### config.mk
export PLATFORM = sky130hd
export DESIGN_NAME = jmp_resolver
export DESIGN_NICKNAME = d
export VERILOG_FILES = /design/src/rtl/jmp_pkg.sv /design/src/rtl/jmp_branch_pipe.sv /design/src/rtl/jmp_resolver.sv
export SDC_FILE = /design/constraint.sdc
export NUM_CORES = 1
export LEC_CHECK = 0
export CELL_PAD_IN_SITES_DETAIL_PLACEMENT = 0
export CELL_PAD_IN_SITES_GLOBAL_PLACEMENT = 1
export CORE_ASPECT_RATIO = 1.1
export CORE_MARGIN = 5
export CORE_UTILIZATION = 43
export DETAILED_ROUTE_END_ITERATION = 7
export PLACE_DENSITY = 0.89
export SYNTH_ARGS = -nofsm -noshare
export SYNTH_HDL_FRONTEND = slang
export SYNTH_SLANG_ARGS = --single-unit
export TNS_END_PERCENT = 10
### constraint.sdc
create_clock -name clock -period 6.55 [get_ports clock]
set_input_delay 1.31 -clock clock [delete_from_list [all_inputs] [get_ports clock]]
set_output_delay 1.31 -clock clock [all_outputs]
set_load 0.02 [all_outputs]
### src/rtl/jmp_pkg.sv
// Shared jump/branch encodings and helpers for the
// jump resolution unit.
package jmp_pkg;

    typedef enum logic [2:0] {
        JT_BEQ  = 3'b000,
        JT_BNE  = 3'b001,
        JT_JAL  = 3'b010,
        JT_JALR = 3'b011,
        JT_BLT  = 3'b100,
        JT_BGE  = 3'b101,
        JT_BLTU = 3'b110,
        JT_BGEU = 3'b111
    } jmp_type_t;

    function automatic logic is_branch(jmp_type_t t);
        return !(t == JT_JAL || t == JT_JALR);
    endfunction

    function automatic logic branch_taken(
        jmp_type_t t,
        logic      zero,
        logic      lt
    );
        logic r;
        r = 1'b0;
        case (t)
            JT_BEQ:           r = zero;
            JT_BNE:           r = !zero;
            JT_BLT, JT_BLTU:  r = lt;
            JT_BGE, JT_BGEU:  r = !lt;
            default:          r = 1'b0;
        endcase
        return r;
    endfunction

endpackage

### src/rtl/jmp_branch_pipe.sv
// Shift register carrying in-flight conditional branches
// from issue to condition evaluation.
module jmp_branch_pipe
    import jmp_pkg::*;
#(
    parameter int XLEN  = 32,
    parameter int DEPTH = 2
) (
    input  logic            clock,
    input  logic            reset_n,
    input  logic            i_stall,
    input  logic            i_push,
    input  jmp_type_t       i_push_type,
    input  logic [XLEN-1:0] i_push_tgt,
    input  logic            i_squash,
    output logic            o_head_valid,
    output jmp_type_t       o_head_type,
    output logic [XLEN-1:0] o_head_tgt,
    output logic            o_any_valid
);

    logic            r_valid [DEPTH];
    jmp_type_t       r_type  [DEPTH];
    logic [XLEN-1:0] r_tgt   [DEPTH];

    always_ff @(posedge clock or negedge reset_n) begin
        if (!reset_n) begin
            for (int k = 0; k < DEPTH; k++) begin
                r_valid[k] <= 1'b0;
                r_type[k]  <= JT_BEQ;
                r_tgt[k]   <= '0;
            end
        end else if (!i_stall) begin
            // A taken head kills everything younger; the head itself retires.
            if (i_squash) begin
                for (int k = 0; k < DEPTH; k++) begin
                    r_valid[k] <= 1'b0;
                end
            end else begin
                r_valid[0] <= i_push;
                for (int k = 1; k < DEPTH; k++) begin
                    r_valid[k] <= r_valid[k-1];
                end
            end
            r_type[0] <= i_push_type;
            r_tgt[0]  <= i_push_tgt;
            for (int k = 1; k < DEPTH; k++) begin
                r_type[k] <= r_type[k-1];
                r_tgt[k]  <= r_tgt[k-1];
            end
        end
    end

    always_comb begin
        o_any_valid = 1'b0;
        for (int k = 0; k < DEPTH; k++) begin
            o_any_valid = o_any_valid | r_valid[k];
        end
    end

    assign o_head_valid = r_valid[DEPTH-1];
    assign o_head_type  = r_type[DEPTH-1];
    assign o_head_tgt   = r_tgt[DEPTH-1];

endmodule

### src/rtl/jmp_resolver.sv
// Jump/branch resolution: immediate jump targets, pipelined
// branch evaluation, registered fetch redirect and counters.
module jmp_resolver
    import jmp_pkg::*;
#(
    parameter int XLEN          = 32,
    parameter int REG_BITS      = 5,
    parameter int RESOLVE_DEPTH = 2,
    parameter int HAZ_DEPTH     = 2,
    parameter int PC_OFFSET     = 8,
    parameter int CNT_W         = 16
) (
    input  logic                          clock,
    input  logic                          reset_n,
    input  logic                          stall,
    input  logic                          jmp_valid,
    input  logic [2:0]                    jmp_type,
    input  logic [REG_BITS-1:0]           jmp_rs,
    input  logic [XLEN-1:0]               rs_val,
    input  logic [XLEN-1:0]               imm,
    input  logic [XLEN-1:0]               pc,
    input  logic [HAZ_DEPTH*REG_BITS-1:0] prev_rd,
    input  logic                          flag_zero,
    input  logic                          flag_lt,
    output logic                          halt,
    output logic                          redirect_valid,
    output logic [XLEN-1:0]               redirect_pc,
    output logic                          flush_branch,
    output logic                          flush_jal,
    output logic [CNT_W-1:0]              br_taken_cnt,
    output logic [CNT_W-1:0]              jmp_cnt
);

    jmp_type_t       w_type;
    logic            w_is_br;
    logic            w_is_jmp;
    logic            w_haz;
    logic            w_any;
    logic            w_head_valid;
    jmp_type_t       w_head_type;
    logic [XLEN-1:0] w_head_tgt;
    logic            w_take;
    logic            w_push;
    logic            w_jmp_acc;
    logic [XLEN-1:0] w_br_tgt;
    logic [XLEN-1:0] w_jmp_sum;
    logic [XLEN-1:0] w_jmp_tgt;

    assign w_type   = jmp_type_t'(jmp_type);
    assign w_is_br  = jmp_valid & is_branch(w_type);
    assign w_is_jmp = jmp_valid & !is_branch(w_type);

    always_comb begin
        w_haz = 1'b0;
        for (int k = 0; k < HAZ_DEPTH; k++) begin
            if (prev_rd[k*REG_BITS +: REG_BITS] == jmp_rs) begin
                w_haz = 1'b1;
            end
        end
    end

    // Any branch in flight blocks jumps, so the two never retire together.
    assign halt = w_is_jmp & (w_any |
                  ((w_type == JT_JALR) & (jmp_rs != '0) & w_haz));

    assign w_take = w_head_valid & !stall &
                    branch_taken(w_head_type, flag_zero, flag_lt);
    assign w_push    = w_is_br & !stall & !w_take;
    assign w_jmp_acc = w_is_jmp & !halt & !stall;

    assign w_br_tgt  = pc + imm - XLEN'(PC_OFFSET);
    assign w_jmp_sum = rs_val + imm;
    assign w_jmp_tgt = {w_jmp_sum[XLEN-1:1],
                        w_jmp_sum[0] & (w_type != JT_JALR)};

    jmp_branch_pipe #(
        .XLEN  (XLEN),
        .DEPTH (RESOLVE_DEPTH)
    ) u_pipe (
        .clock        (clock),
        .reset_n      (reset_n),
        .i_stall      (stall),
        .i_push       (w_push),
        .i_push_type  (w_type),
        .i_push_tgt   (w_br_tgt),
        .i_squash     (w_take),
        .o_head_valid (w_head_valid),
        .o_head_type  (w_head_type),
        .o_head_tgt   (w_head_tgt),
        .o_any_valid  (w_any)
    );

    always_ff @(posedge clock or negedge reset_n) begin
        if (!reset_n) begin
            redirect_valid <= 1'b0;
            redirect_pc    <= '0;
            flush_branch   <= 1'b0;
            flush_jal      <= 1'b0;
            br_taken_cnt   <= '0;
            jmp_cnt        <= '0;
        end else begin
            redirect_valid <= w_take | w_jmp_acc;
            flush_branch   <= w_take;
            flush_jal      <= w_jmp_acc;
            if (w_take) begin
                redirect_pc <= w_head_tgt;
            end else if (w_jmp_acc) begin
                redirect_pc <= w_jmp_tgt;
            end
            if (w_take && br_taken_cnt != '1) begin
                br_taken_cnt <= br_taken_cnt + CNT_W'(1);
            end
            if (w_jmp_acc && jmp_cnt != '1) begin
                jmp_cnt <= jmp_cnt + CNT_W'(1);
            end
        end
    end

endmodule

# Word-level counts from Yosys, hierarchy flattened
# Index checks and enable logic that the tools add are counted.
dict set report word_totals {
  reg_bits 139
  output_inout_bits 68
  inputBits 120
  wordCells 64
}
dict set report classes {
  reduce_logical 14
  eq_ne 12
  n_bitwise 15
  mux 6
  add_sub_neg 5
}
# cell n
set ops {}
lappend ops {{$add A32 B32 Y32} 2}
lappend ops {{$mux W32} 2}
lappend ops {{$add A16 B1 Y16 const B} 2}
lappend ops {{$ne A16 B16 Y1 const B} 2}
lappend ops {{$sub A32 B4 Y32 const B} 1}
lappend ops {{$and A1 B1 Y1} 12}
lappend ops {{$eq A3 B3 Y1 const B} 4}
lappend ops {{$eq A5 B5 Y1} 2}
lappend ops {{$eq A3 B2 Y1 const B} 2}
lappend ops {{$logic_not A1 Y1} 6}
lappend ops {{$reduce_bool A5 Y1} 1}
lappend ops {{$pmux W1 S4} 1}
lappend ops {{$reduce_or A2 Y1} 2}
lappend ops {{$eq A3 B1 Y1 const B} 1}
lappend ops {{$logic_not A3 Y1} 1}
lappend ops {{$ne A3 B2 Y1 const B} 1}
lappend ops {{$or A1 B1 Y1} 3}
lappend ops {{$logic_and A1 B1 Y1} 2}
lappend ops {{$mux W1} 2}
lappend ops {{$mux W2} 1}
lappend ops {{$reduce_bool A2 Y1} 1}
lappend ops {{$logic_or A1 B1 Y1} 1}

# Longest topological paths before layout
dict set report logic_depth {
  ltp_word 11
  mapped_depth 13
  mapped_depth_nobuf 13
}

# Cells and area by module
# Synthesis repeated with hierarchy kept, for this count alone.
dict set report unflattened {
  cells_unflattened 1024
  area_unflattened_um2 9993.3
}
# mod n_inst area_per_inst_um2 seq_area_each_um2 cells_per_inst
set by_module_without_submodules {}
lappend by_module_without_submodules {jmp_resolver 1 6810.3 1676.6 832}
lappend by_module_without_submodules {jmp_branch_pipe 1 3183.1 1801.7 192}

# Worst setup path after synthesis
# OpenSTA, ideal clock, no wires.
dict set report synth_path {
  path_kind {in2reg}
  from {input imm[1]}
  to {register u_pipe.r_tgt[63] (netlist name)}
  setup_slack_ns 2.746
  path_buffers 0
  path_stages 12
  t_required_ns 6.423
  setup_ns 0.127
  arrival_ns 3.677
  path_cell_list {ha_1 ha_1 fa_1 a21oi_1 o211ai_1 nand3_1 a2bb2oi_1 o2111ai_1 and3_1 nor3_1 mux2i_1 nand3_1}
}
dict set report synth_via {
  elab_chain_len 2
}
# element line
set synth_lines {}
lappend synth_lines {{start: declaration} jmp_resolver.sv:20} ;# input logic [XLEN-1:0] imm,
lappend synth_lines {{$add A32 B32 Y32} jmp_resolver.sv:71} ;# assign w_br_tgt = pc + imm - XLEN'(PC_OFFSET);
lappend synth_lines {{$sub A32 B4 Y32} jmp_resolver.sv:71}
lappend synth_lines {{end signal: indexed assignment} jmp_branch_pipe.sv:49} ;# r_tgt[k] <= r_tgt[k-1];
lappend synth_lines {{end: declaration} jmp_branch_pipe.sv:24} ;# logic [XLEN-1:0] r_tgt [DEPTH];
# Every way passes these cells.
# A chain may end at the register's enable or synchronous reset.

# Final worst setup path
dict set report layout_path {
  from {input jmp_type[1]}
  to {output halt}
}
dict set report layout_via {
  elab_chain_len 5
  elab_cells_between_ends 8
  classes_between {eq/ne: 2; bitwise: 5; reduce/logical: 1}
}
# element line
set layout_lines {}
lappend layout_lines {{start: declaration} jmp_resolver.sv:17} ;# input logic [2:0] jmp_type,
lappend layout_lines {{$eq A3 B2 Y1} {jmp_pkg.sv:17, jmp_resolver.sv:64}}
lappend layout_lines {{$and A1 B1 Y1 (2 in series)} jmp_resolver.sv:64} ;# ((w_type == JT_JALR) & (jmp_rs != '0) & w_haz));
lappend layout_lines {{$or A1 B1 Y1} jmp_resolver.sv:63} ;# assign halt = w_is_jmp & (w_any |
lappend layout_lines {{$and A1 B1 Y1 *} jmp_resolver.sv:63}
lappend layout_lines {{end: declaration} jmp_resolver.sv:25} ;# output logic halt,
# Mark *: on every way between the ends. The rest lies on a longest branch, timed or not.

==> impl_metrics.xml <==
<?xml version="1.0" encoding="UTF-8"?>
<metrics>
  <group name="run_status">
    <metric name="run_status" unit="">finished, final reports clean</metric>
  </group>
  <group name="timing">
    <metric name="hold_violations" unit="">0</metric>
    <metric name="worst_clock_skew" unit="ns">0.009392</metric>
    <metric name="achievable-frequency" unit="MHz">214.3</metric>
    <metric name="timing.final.crit_share" unit="%">71.25</metric>
    <metric name="setup_repair_after_global_routing_missed_its_margin" unit="">false</metric>
    <metric name="tightestPinTransition" unit="ns">1.088</metric>
    <metric name="max-slew-margin-rel" unit="%">27.44</metric>
    <metric name="finalSetupViolCount" unit="">0</metric>
    <metric name="final_period_minus_worst_setup_slack" unit="ns">4.667</metric>
    <metric name="drv_slew" unit="">0</metric>
    <metric name="whs" unit="ns">0.4769</metric>
    <metric name="setup-tns-final" unit="ns">0</metric>
  </group>
  <group name="die">
    <metric name="io_count" unit="">188</metric>
    <metric name="design.core.area" unit="µm²">22040</metric>
    <metric name="die_w" unit="µm">152.5</metric>
    <metric name="num_rows" unit="">57</metric>
    <metric name="die_h" unit="µm">166.8</metric>
    <metric name="dieArea" unit="µm²">25440</metric>
    <metric name="initial_standard_cell_utilization_of_the_core" unit="%">43.60</metric>
  </group>
  <group name="setup_path">
    <metric name="count_of_cells_along_the_worst_register_to_register_path" unit="">10</metric>
    <metric name="cp_max_fo" unit="">3</metric>
    <metric name="worstSetupStartpointType" unit="">input port</metric>
    <metric name="endpoint_class_of_the_critical_path" unit="">primary output</metric>
    <metric name="setup.reg_to_reg.worst_slack" unit="ns">4.05</metric>
    <metric name="endpoint" unit="">halt</metric>
    <metric name="required" unit="ns">5.24</metric>
    <metric name="timing.setup.critical_path_class" unit="">input port to primary output</metric>
    <metric name="r2r-start" unit="">u_pipe.o_head_type[0]$_DFFE_PN0N_</metric>
    <metric name="critical_path.startpoint" unit="">jmp_type[1]</metric>
    <metric name="r2r_end" unit="">br_taken_cnt[11]$_DFFE_PN0P_</metric>
    <metric name="worst-endpoint-arrival" unit="ns">3.36</metric>
  </group>
  <group name="synth">
    <metric name="post_synth_main_area_contributors" unit="">sky130_fd_sc_hd__dfrtp_1, sky130_fd_sc_hd__ha_1, sky130_fd_sc_hd__mux2_2</metric>
    <metric name="postSynthNetCount" unit="">1284</metric>
    <metric name="postSynth.topFlopCell" unit="">sky130_fd_sc_hd__dfrtp_1</metric>
    <metric name="synthArstFlopShare" unit="%">100.0</metric>
    <metric name="count_of_synthesis_stage_warnings_from_yosys" unit="">0</metric>
    <metric name="postSynthRegisterBits" unit="">139</metric>
    <metric name="synth_top_cell_by_area" unit="">sky130_fd_sc_hd__dfrtp_1</metric>
    <metric name="synth.cell_area" unit="µm²">9608</metric>
    <metric name="number_of_enable_type_register_cells_in_the_synthesized_netlist" unit="">0</metric>
    <metric name="synth.lib_cells_used.distinct" unit="">66</metric>
    <metric name="seq_area_frac_synth" unit="%">36.20</metric>
    <metric name="synthCells" unit="">1068</metric>
    <metric name="synth_area_per_cell" unit="µm²">8.996</metric>
    <metric name="post_synth_top_area_share" unit="%">36.20</metric>
  </group>
  <group name="global_routing">
    <metric name="grt.overflow.total" unit="">0</metric>
    <metric name="antenna_found_initial" unit="">0</metric>
    <metric name="grt_usage" unit="%">20.35</metric>
    <metric name="grt_pass1_wl" unit="µm">42210</metric>
    <metric name="grt_pass1_vias" unit="">8126</metric>
    <metric name="maximum_number_of_pins_on_one_net_before_global_route_repair" unit="">103</metric>
  </group>
  <group name="worst_hold_path">
    <metric name="worst_hold_path_type" unit="">flip-flop to flip-flop</metric>
    <metric name="min_path_cells" unit="">2</metric>
  </group>
  <group name="cells_and_area">
    <metric name="fin_cells" unit="">1557</metric>
    <metric name="finalNetCount" unit="">1465</metric>
    <metric name="layout.cells.most_common" unit="">sky130_fd_sc_hd__clkdlybuf4s50_1</metric>
    <metric name="num_antenna_cells" unit="">0</metric>
    <metric name="flow.area_growth_from_synthesis" unit="%">28.85</metric>
    <metric name="postLayoutCellArea" unit="µm²">12380</metric>
    <metric name="final_layout_size_suffix_gt1_share" unit="%">8.082</metric>
    <metric name="most-common-layout-cells" unit="">sky130_fd_sc_hd__clkdlybuf4s50_1, sky130_fd_sc_hd__dfrtp_1, sky130_fd_sc_hd__inv_1</metric>
  </group>
  <group name="route">
    <metric name="drt_drc_violations_left" unit="">0</metric>
    <metric name="firstDrtPassIters" unit="">5</metric>
    <metric name="first_iter_violations" unit="">395</metric>
    <metric name="dr_total_vias" unit="">8201</metric>
    <metric name="wl" unit="µm">25800</metric>
    <metric name="route.detailed.wl_per_inst" unit="µm">16.57</metric>
    <metric name="final_antenna_net_count" unit="">0</metric>
    <metric name="drt-vias-per-instance" unit="">5.267</metric>
  </group>
  <group name="clocking">
    <metric name="cts.sinks" unit="">139</metric>
    <metric name="cts_post_setup_buffers_inserted" unit="">0</metric>
    <metric name="cts_resized" unit="">0</metric>
    <metric name="cts_made_buffers" unit="">17</metric>
    <metric name="clock_tree_from_tritoncts" unit="">yes</metric>
    <metric name="root_driver" unit="">sky130_fd_sc_hd__clkbuf_16</metric>
    <metric name="cts_hold_repair.buffers" unit="">0</metric>
    <metric name="clkSlewWorstSetupHoldPaths" unit="ns">0.06</metric>
    <metric name="clk_latency" unit="ns">0.42</metric>
    <metric name="cts_htree_levels" unit="">4</metric>
    <metric name="cts-root-to-sink-buffers" unit="">2</metric>
  </group>
  <group name="power_and_ir_drop">
    <metric name="p_total" unit="mW">3.474</metric>
    <metric name="vdd_drop_max" unit="mV">0.1422</metric>
    <metric name="leakage" unit="nW">5.763</metric>
    <metric name="cell_pwr_density" unit="nW/µm²">280.6</metric>
  </group>
  <group name="placement">
    <metric name="placement.cell_area" unit="µm²">11780</metric>
    <metric name="placed_cells_incl_taps" unit="">1525</metric>
    <metric name="place.port_buffers" unit="">187</metric>
    <metric name="detailedPlacementHpwl" unit="µm">19920</metric>
    <metric name="gpl.final_weighted_congestion" unit="">0.8645</metric>
  </group>
  <group name="job">
    <metric name="maxCapViolCount" unit="">0</metric>
  </group>
</metrics>
## how the worst min path moves through the flow
| stage | startpoint | slack [ns] | end |
|---|---|---|---|
| after floorplan | u_pipe.r_tgt[61]$_DFFE_PN0N_ | 0.44 | u_pipe.r_tgt[61]$_DFFE_PN0N_ |
| final | u_pipe.r_tgt[63]$_DFFE_PN0N_ | 0.48 | u_pipe.r_tgt[63]$_DFFE_PN0N_ |
| after detailed placement | u_pipe.o_head_tgt[11]$_DFFE_PN0N_ | 0.46 | redirect_pc[11]$_DFFE_PN0P_ |
| after global routing | br_taken_cnt[11]$_DFFE_PN0P_ | 0.50 | br_taken_cnt[11]$_DFFE_PN0P_ |
| after CTS | u_pipe.r_tgt[63]$_DFFE_PN0N_ | 0.49 | u_pipe.r_tgt[63]$_DFFE_PN0N_ |
| after global placement | u_pipe.o_head_tgt[13]$_DFFE_PN0N_ | 0.46 | redirect_pc[13]$_DFFE_PN0P_ |
## Yosys cell counts, types with 33 or more instances
cell type / n
sky130_fd_sc_hd__dfrtp_1: 139
sky130_fd_sc_hd__inv_1: 127
sky130_fd_sc_hd__nand2_1: 97
sky130_fd_sc_hd__ha_1: 94
sky130_fd_sc_hd__o21ai_0: 66
sky130_fd_sc_hd__a21oi_1: 62
sky130_fd_sc_hd__nor2_1: 54
sky130_fd_sc_hd__xnor2_1: 52
sky130_fd_sc_hd__mux2_2: 43
sky130_fd_sc_hd__a21o_1: 36
sky130_fd_sc_hd__xor2_1: 35
sky130_fd_sc_hd__nand3_1: 33
## final cells by class
cell class              instances  area [µm²]
well taps                     295       369.1
clock buffers                  17       425.4
multi-input cells             768        5520
flip-flops and latches        139        3478
inverters                     128       480.5
repair buffers                195        1931
fillers                      2003        9658
clock inverters                15       175.2
## registers in the layout, summed over array words and instances, names as in the netlist
signal and cells:
br_taken_cnt 16, flush_branch 1, flush_jal 1, jmp_cnt 16, redirect_pc 32, redirect_valid 1
u_pipe.o_head_tgt 32, u_pipe.o_head_type 3, u_pipe.o_head_valid 1, u_pipe.r_tgt 32, u_pipe.r_type 3, u_pipe.r_valid 1
## power by group
part / leakage (nW) / total, mW / internal, mW / switching [mW]
logic: 3.73 / 1.24 / 0.606 / 0.636
registers: 1.74 / 1.25 / 1.09 / 0.157
clock network: 0.286 / 0.981 / 0.575 / 0.406
## worst max-delay path, cell delays in order
cell and delay, ns:
sky130_fd_sc_hd__clkdlybuf4s50_1 0.50, sky130_fd_sc_hd__nor2b_1 0.28, sky130_fd_sc_hd__nand2_1 0.15, sky130_fd_sc_hd__a21oi_1 0.19
sky130_fd_sc_hd__a211o_1 0.16, sky130_fd_sc_hd__nor2b_1 0.14, sky130_fd_sc_hd__clkdlybuf4s50_1 0.63
## stage by stage
stage | worst slack [ns] | utilization [%]
after floorplan | 2.746 | -
after CTS | 1.846 | 56.17
after global routing | 1.769 | 56.17
after global placement | 1.782 | 53.45
final | 1.883 | 56.17
after detailed placement | 1.752 | 53.45
## per-layer routing
layer  GRT usage (%)  wire (µm)
met5               0          0
met4           5.076        318
met3           3.763       1119
met2           34.86      12720
met1           26.79      11650
## cells by family after synthesis
kind of cell | synth area share (%)
simple gates | 13.67
compound gates | 17.41
buf+inv | 6.342
flops | 36.20
fa+ha+maj | 12.66
xor+xnor | 7.931
mux | 5.782
Power figures use the tool's default switching activity.
